File: config.mk
export PLATFORM = sky130hd
export DESIGN_NAME = uart_tx_arbiter
export DESIGN_NICKNAME = d
export VERILOG_FILES = /design/src/rtl/uart_tx_arbiter.sv
export SDC_FILE = /design/constraint.sdc
export NUM_CORES = 1
export LEC_CHECK = 0
export BUFFER_PORTS_ARGS = -buffer_cell sky130_fd_sc_hd__buf_2
export CORE_MARGIN = 4
export CORE_UTILIZATION = 44
export DETAILED_ROUTE_END_ITERATION = 8
export GPL_ROUTABILITY_DRIVEN = 0
export GPL_TIMING_DRIVEN = 0
export PLACE_DENSITY = 0.73
export SLEW_MARGIN = 15
export SYNTH_ARGS = -nofsm -noshare
export SYNTH_HDL_FRONTEND = slang
export SYNTH_SLANG_ARGS = --single-unit
File: constraint.sdc
create_clock -name clk -period 5 [get_ports clk]
set_clock_uncertainty 0.15 [all_clocks]
set_input_delay 0.5 -clock clk [delete_from_list [all_inputs] [get_ports clk]]
set_output_delay 0.5 -clock clk [all_outputs]
set_load 0.005 [all_outputs]
File: src/rtl/uart_tx_arbiter.sv
// uart_tx_arbiter: line-atomic arbitration of the UART TX FIFO write port between monitor and CPU
module uart_tx_arbiter #(
    parameter int TIMEOUT = 1024,
    parameter int TOW     = 10
) (
    input  logic       clk,
    input  logic       rst,
    input  logic [7:0] mon_char,
    input  logic       mon_valid,
    output logic       mon_ready,
    input  logic [7:0] cpu_char,
    input  logic       cpu_valid,
    output logic       cpu_ready,
    output logic [7:0] tx_wdata,
    output logic       tx_wten,
    input  logic       tx_fifo_full,
    output logic [1:0] owner,
    output logic       line_timeout
);
    typedef enum logic [1:0] {IDLE = 2'b00, MON = 2'b01, CPU = 2'b10} state_t;
    state_t         state;
    logic           last_cpu;
    logic [TOW-1:0] cnt;
    logic           own_valid;
    logic           accept;
    logic [7:0]     own_char;

    assign mon_ready = state == MON && !tx_fifo_full && !tx_wten;
    assign cpu_ready = state == CPU && !tx_fifo_full && !tx_wten;
    assign own_valid = state == MON ? mon_valid : state == CPU ? cpu_valid : 1'b0;
    assign own_char  = state == CPU ? cpu_char : mon_char;
    assign accept    = (mon_valid && mon_ready) || (cpu_valid && cpu_ready);
    assign owner     = state;

    // grant/release FSM, idle timeout and registered FIFO write
    always_ff @(posedge clk) begin
        if (rst) begin
            state        <= IDLE;
            last_cpu     <= 1'b1;
            cnt          <= '0;
            tx_wten      <= 1'b0;
            tx_wdata     <= 8'h00;
            line_timeout <= 1'b0;
        end else begin
            tx_wten      <= accept;
            line_timeout <= 1'b0;
            if (accept)
                tx_wdata <= own_char;
            case (state)
                IDLE: begin
                    if (mon_valid && (!cpu_valid || last_cpu)) begin
                        state    <= MON;
                        last_cpu <= 1'b0;
                        cnt      <= '0;
                    end else if (cpu_valid) begin
                        state    <= CPU;
                        last_cpu <= 1'b1;
                        cnt      <= '0;
                    end
                end
                default: begin
                    if (accept) begin
                        cnt <= '0;
                        if (own_char == 8'h0A)
                            state <= IDLE;
                    end else if (!own_valid) begin
                        if (cnt == TOW'(TIMEOUT - 1)) begin
                            state        <= IDLE;
                            line_timeout <= 1'b1;
                        end else begin
                            cnt <= cnt + 1'b1;
                        end
                    end
                end
            endcase
        end
    end
endmodule

==> Word-level counts from Yosys, hierarchy flattened <==
Index checks and enable logic that the tools add are counted.
{ "classes": {"muxes": 19, "add_sub_neg": 1, "n_eq_ne": 8, "n_reduce_logical": 19} }
{ "ops": {"columns": ["operator", "count"], "rows": [
  ["10-bit two-way mux", 6],
  ["2-bit two-way mux", 7],
  ["10-bit by 1-bit adder with 10-bit output, second input constant", 1],
  ["10-bit equality test, second input constant", 1],
  ["8-bit by 4-bit equality test with 1-bit output, second input constant", 1],
  ["8-bit two-way mux", 1],
  ["1-bit logical AND", 7],
  ["3-bit by 1-bit != test with 1-bit output, second input constant", 2],
  ["1-bit two-way mux", 5],
  ["4-bit AND reduction", 1],
  ["4-bit OR reduction", 1],
  ["1-bit logical NOT", 3],
  ["3-bit by 2-bit != test with 1-bit output, second input constant", 1],
  ["3-bit != test, second input constant", 1],
  ["3-bit AND reduction", 1],
  ["3-bit nonzero test", 1],
  ["2-bit by 1-bit equality test with 1-bit output, second input constant", 1],
  ["2-bit equality test, second input constant", 1],
  ["2-bit logical NOT", 1],
  ["1-bit logical OR", 2],
  ["2-bit AND reduction", 1],
  ["2-bit nonzero test", 1]
]} }
{ "word_totals": {"output_inout_bits": 14, "input_bits": 21, "word_cells": 53, "register_bits": 23} }

==> Longest topological paths before layout <==
{ "depth": {"word_depth": 7, "ltp_mapped": 7} }

==> Worst setup path before layout <==
OpenSTA, ideal clock, no wires.
{ "synth_timing": {"path_kind": "input to register", "from": "input port tx_fifo_full", "to": "register state[1], in the netlist owner[1]", "arrival_time_ps": 1623, "stages": 5, "required_time_ps": 4727, "path_slack_ps": 3103, "n_path_buf": 0, "path_cell_list": "or2_2 -> a21oi_2 -> o211ai_1 -> nand3b_1 -> mux2_1"} }
{ "synth_via": {"elab_chain_cells": 7} }
{ "synth_lines": {"columns": ["element", "line", "rtl"], "rows": [
  ["start: declaration", "16", "input logic tx_fifo_full,"],
  ["1-bit logical NOT (*)", "28, 29", null],
  ["1-bit logical AND (on tied branches) (2 in series)", "28, 29", null],
  ["1-bit logical AND", "32", "assign accept = (mon_valid && mon_ready) || (cpu_valid && cpu_ready);"],
  ["1-bit logical OR (*)", "32", null],
  ["3-bit by 1-bit != test with 1-bit output (no line), or another cell as far along", null, null],
  ["4-bit AND reduction (no line) or 2-bit two-way mux (tied branches)", null, null],
  ["end signal: assignment", "38", "state <= IDLE;"],
  ["end signal: assignment", "52", "state <= MON;"],
  ["end signal: assignment", "56", "state <= CPU;"],
  ["end: declaration", "21", "state_t state;"]
]} }
Every way passes the cells marked *; elsewhere a longest branch is shown, timed or not.
A chain may end at the register's enable or synchronous reset.

==> Worst setup path after layout <==
{ "layout_timing": {"from": "register tx_wten", "to": "output port cpu_ready"} }
{ "layout_via": {"elab_chain_cells": 2} }
{ "layout_lines": {"columns": ["element", "line", "rtl"], "rows": [
  ["start: declaration", "15", "output logic tx_wten,"],
  ["start signal: assignment", "45", "tx_wten <= accept;"],
  ["1-bit logical NOT", "29", "assign cpu_ready = state == CPU && !tx_fifo_full && !tx_wten;"],
  ["1-bit logical AND", "29", null],
  ["end: declaration", "13", "output logic cpu_ready,"]
]} }
No other way between the ends.

==> impl_metrics.py <==
metrics = {
    "floorplanning": {
        "core_area_um2": 2730,
        "die_h_um": 61.4,
        "io_pins": 35,
        "std_cell_rows": 19,
        "initial_core_util_pct": 45.8,
        "die_area_um2": 3760,
        "die_w_um": 61.4,
    },
    "clock_tree": {
        "clk_latency_ns": 0.31,
        "cts_sinks": 23,
        "cts_resized": 0,
        "cts_root_buf": "clkbuf_4",
        "cts_hold_buf": 0,
        "cts_tree": "built",
        "htree_levels": 1,
        "numCtsBuffers": 3,
        "cts_buffer_depth": 2,
        "clkSlewWorstSetupHoldPaths_ns": 0.13,
        "post_cts_buffers": 0,
    },
    "worst_setup_path": {
        "crit_path_end_kind": "primary output",
        "reg2reg_from": "cnt[0]$_SDFFE_PP0P_",
        "worstSetupPathType": "reg2out",
        "path_max_fanout": 5,
        "startpoint_type": "flop",
        "critical_path.startpoint": "tx_wten$_SDFF_PP0_",
        "arrival_ns": 1.46,
        "cp.required_ns": 4.35,
    },
    "synth": {
        "synth.distinct_cells": 37,
        "yosys_warnings": 0,
        "synth_nets": 169,
        "ys_seq_area_share_pct": 36.8,
        "syn_avg_cell_area_um2": 8.52,
        "synthMuxAreaShare_pct": 7.29,
        "ys_seq_elements": 23,
        "synth_xor_area_share_pct": 0,
        "synth.cell_area_um2": 1250,
        "yosys.area_share.simple_pct": 29.3,
        "synth_top_family_by_area": "simple AND/OR/NAND/NOR gates",
        "yosys.area_share.adder_pct": 0.999,
        "postSynthCellCount": 147,
        "synth_compound_area_share_pct": 21.1,
    },
    "routing": {
        "dr_wl_met3_um": 139,
        "met1_length_um": 1260,
        "wl_per_cell_um": 13.5,
        "dr.max_layer_used": "met4",
        "drc_errors": 0,
        "ant_nets": 0,
        "firstDrtPassIters": 6,
        "num_vias": 1220,
        "routed_via_density": 5.67,
        "drt_iter0_drc": 34,
        "wirelength_um": 2900,
        "wl_met2_um": 1450,
    },
    "global_route": {
        "grt_usage_pct": 16.9,
        "antenna_found_initial": 0,
        "grt_pass1_vias": 1176,
        "grt_pass1_wl_um": 4880,
        "grt_start_max_net_pins": 14,
        "grt-ovfl-total": 0,
    },
    "finish": {
        "final_common_cell": "buf_2",
        "drive_gt1_share_pct": 27.2,
        "mostFrequentLayoutCells": "buf_2, dfxtp_1, nor2_1",
        "diodes": 0,
        "syn2layout_area_growth_pct": 18.5,
        "finalCoreUtilization_pct": 54.3,
        "finalNetCount": 207,
    },
    "sta": {
        "maxSlewHeadroom_pct": 53.8,
        "setup_violations": 0,
        "fin_tns_setup_ns": 0,
        "tightest_slew_ns": 0.685,
        "min_period_over_period_pct": 42.1,
        "fin_crit_ns": 2.11,
        "fmax_mhz": 475,
        "drv_slew": 0,
        "rsz0062_at_grt": "false",
        "hold_slack_ns": 0.350,
        "hold_viol": 0,
        "setup_ws_ns": 2.89,
    },
    "power": {
        "p_per_area_nw_per_um2": 309,
        "irDropWorstVdd_v": 0.000198,
        "p_total_uw": 458,
        "p_leak_nw": 0.603,
    },
    "flow_run": {
        "cap_viol_max_count": 0,
    },
    "worst_hold_path": {
        "hold_start": "cnt[3]$_SDFFE_PP0P_",
        "min_path_type": "reg2reg",
    },
    "place": {
        "hpwl_um": 2270,
        "dp_slack_ns": 2.74,
        "port_buffers": 33,
    },
    "status": {
        "status": "complete, no violations",
    },
}
==> final timing paths <==
path,cells after the start,slack (ns),to
worst max register to register,7,2.97,cnt[4]$_SDFFE_PP0P_
worst min-delay path,2,0.35,cnt[3]$_SDFFE_PP0P_
worst max-delay path,3,2.89,cpu_ready
worst min register to register,2,0.35,cnt[3]$_SDFFE_PP0P_
==> metrics by stage <==
stage / std cells / cell area, um^2
floorplan: 147 / 1250
global placement: 211 / 1460
detailed placement: 211 / 1460
CTS: 215 / 1480
global route: 215 / 1480
finish: 215 / 1480
==> cell families (layout without fill, tap and decap cells) <==
logic type	after synthesis	count (layout)
buffers and inverters	12	49
adders and majority gates	1	1
DFF	23	23
and+or+nand+nor	65	65
muxes	9	9
AOI/OAI and AO/OA	37	37
==> layout make-up <==
type	count	area (um^2)
Multi-Input combinational cell	112	734
Clock buffer	3	22.5
Tap cell	31	38.8
Inverter	5	18.8
Buffer	7	38.8
Fill cell	251	1250
Sequential cell	23	460
Clock inverter	1	5.00
Timing Repair Buffer	33	165
==> routing by layer <==
layer,vias to the layer above,GRT usage (%)
li1,622,-
met1,561,20.9
met2,33,27.9
met3,4,3.56
met4,0,7.88
met5,-,0
==> critical path, cell delays in order, from the launching register on <==
cell	delay (ns)
dfxtp_1	0.39
or2_2	0.34
nor3_1	0.24
buf_2	0.17
==> power by group <==
group / switching (mW) / internal [mW]
clock network: 0.0578 / 0.0299
logic: 0.0909 / 0.0706
registers: 0.0104 / 0.199
total: 0.159 / 0.299
==> synth_stat cells (all sizes together) <==
library cell	number	area (um^2)
a221o	1	10.0
or3	5	31.3
nor2	18	67.6
o31ai	1	7.51
nand3b	4	30.0
or4	3	22.5
a211o	1	17.5
ha	1	12.5
o21ai	10	53.8
and2	2	12.5
nor2b	4	25.0
nor4bb	1	10.0
nor4	4	25.0
and3	4	25.0
inv	5	18.8
o211a	1	10.0
buf	6	35.0
clkbuf	1	3.75
dfxtp	23	460
nand3	9	45.0
or2	2	12.5
mux2	1	11.3
o211ai	2	28.8
nor3	3	15.0
a31o	1	8.76
nand2	4	15.0
nand4	1	6.26
a21oi	11	58.8
a211oi	8	60.1
a32oi	1	8.76
nor4b	1	23.8
mux2i	8	80.1
==> state kept, by name, indices dropped and copies added, names as in the netlist <==
name	flops
owner	2
cnt	10
last_cpu	1
tx_wdata	8
line_timeout	1
tx_wten	1
No activity file was read; power rests on OpenSTA's default activity.
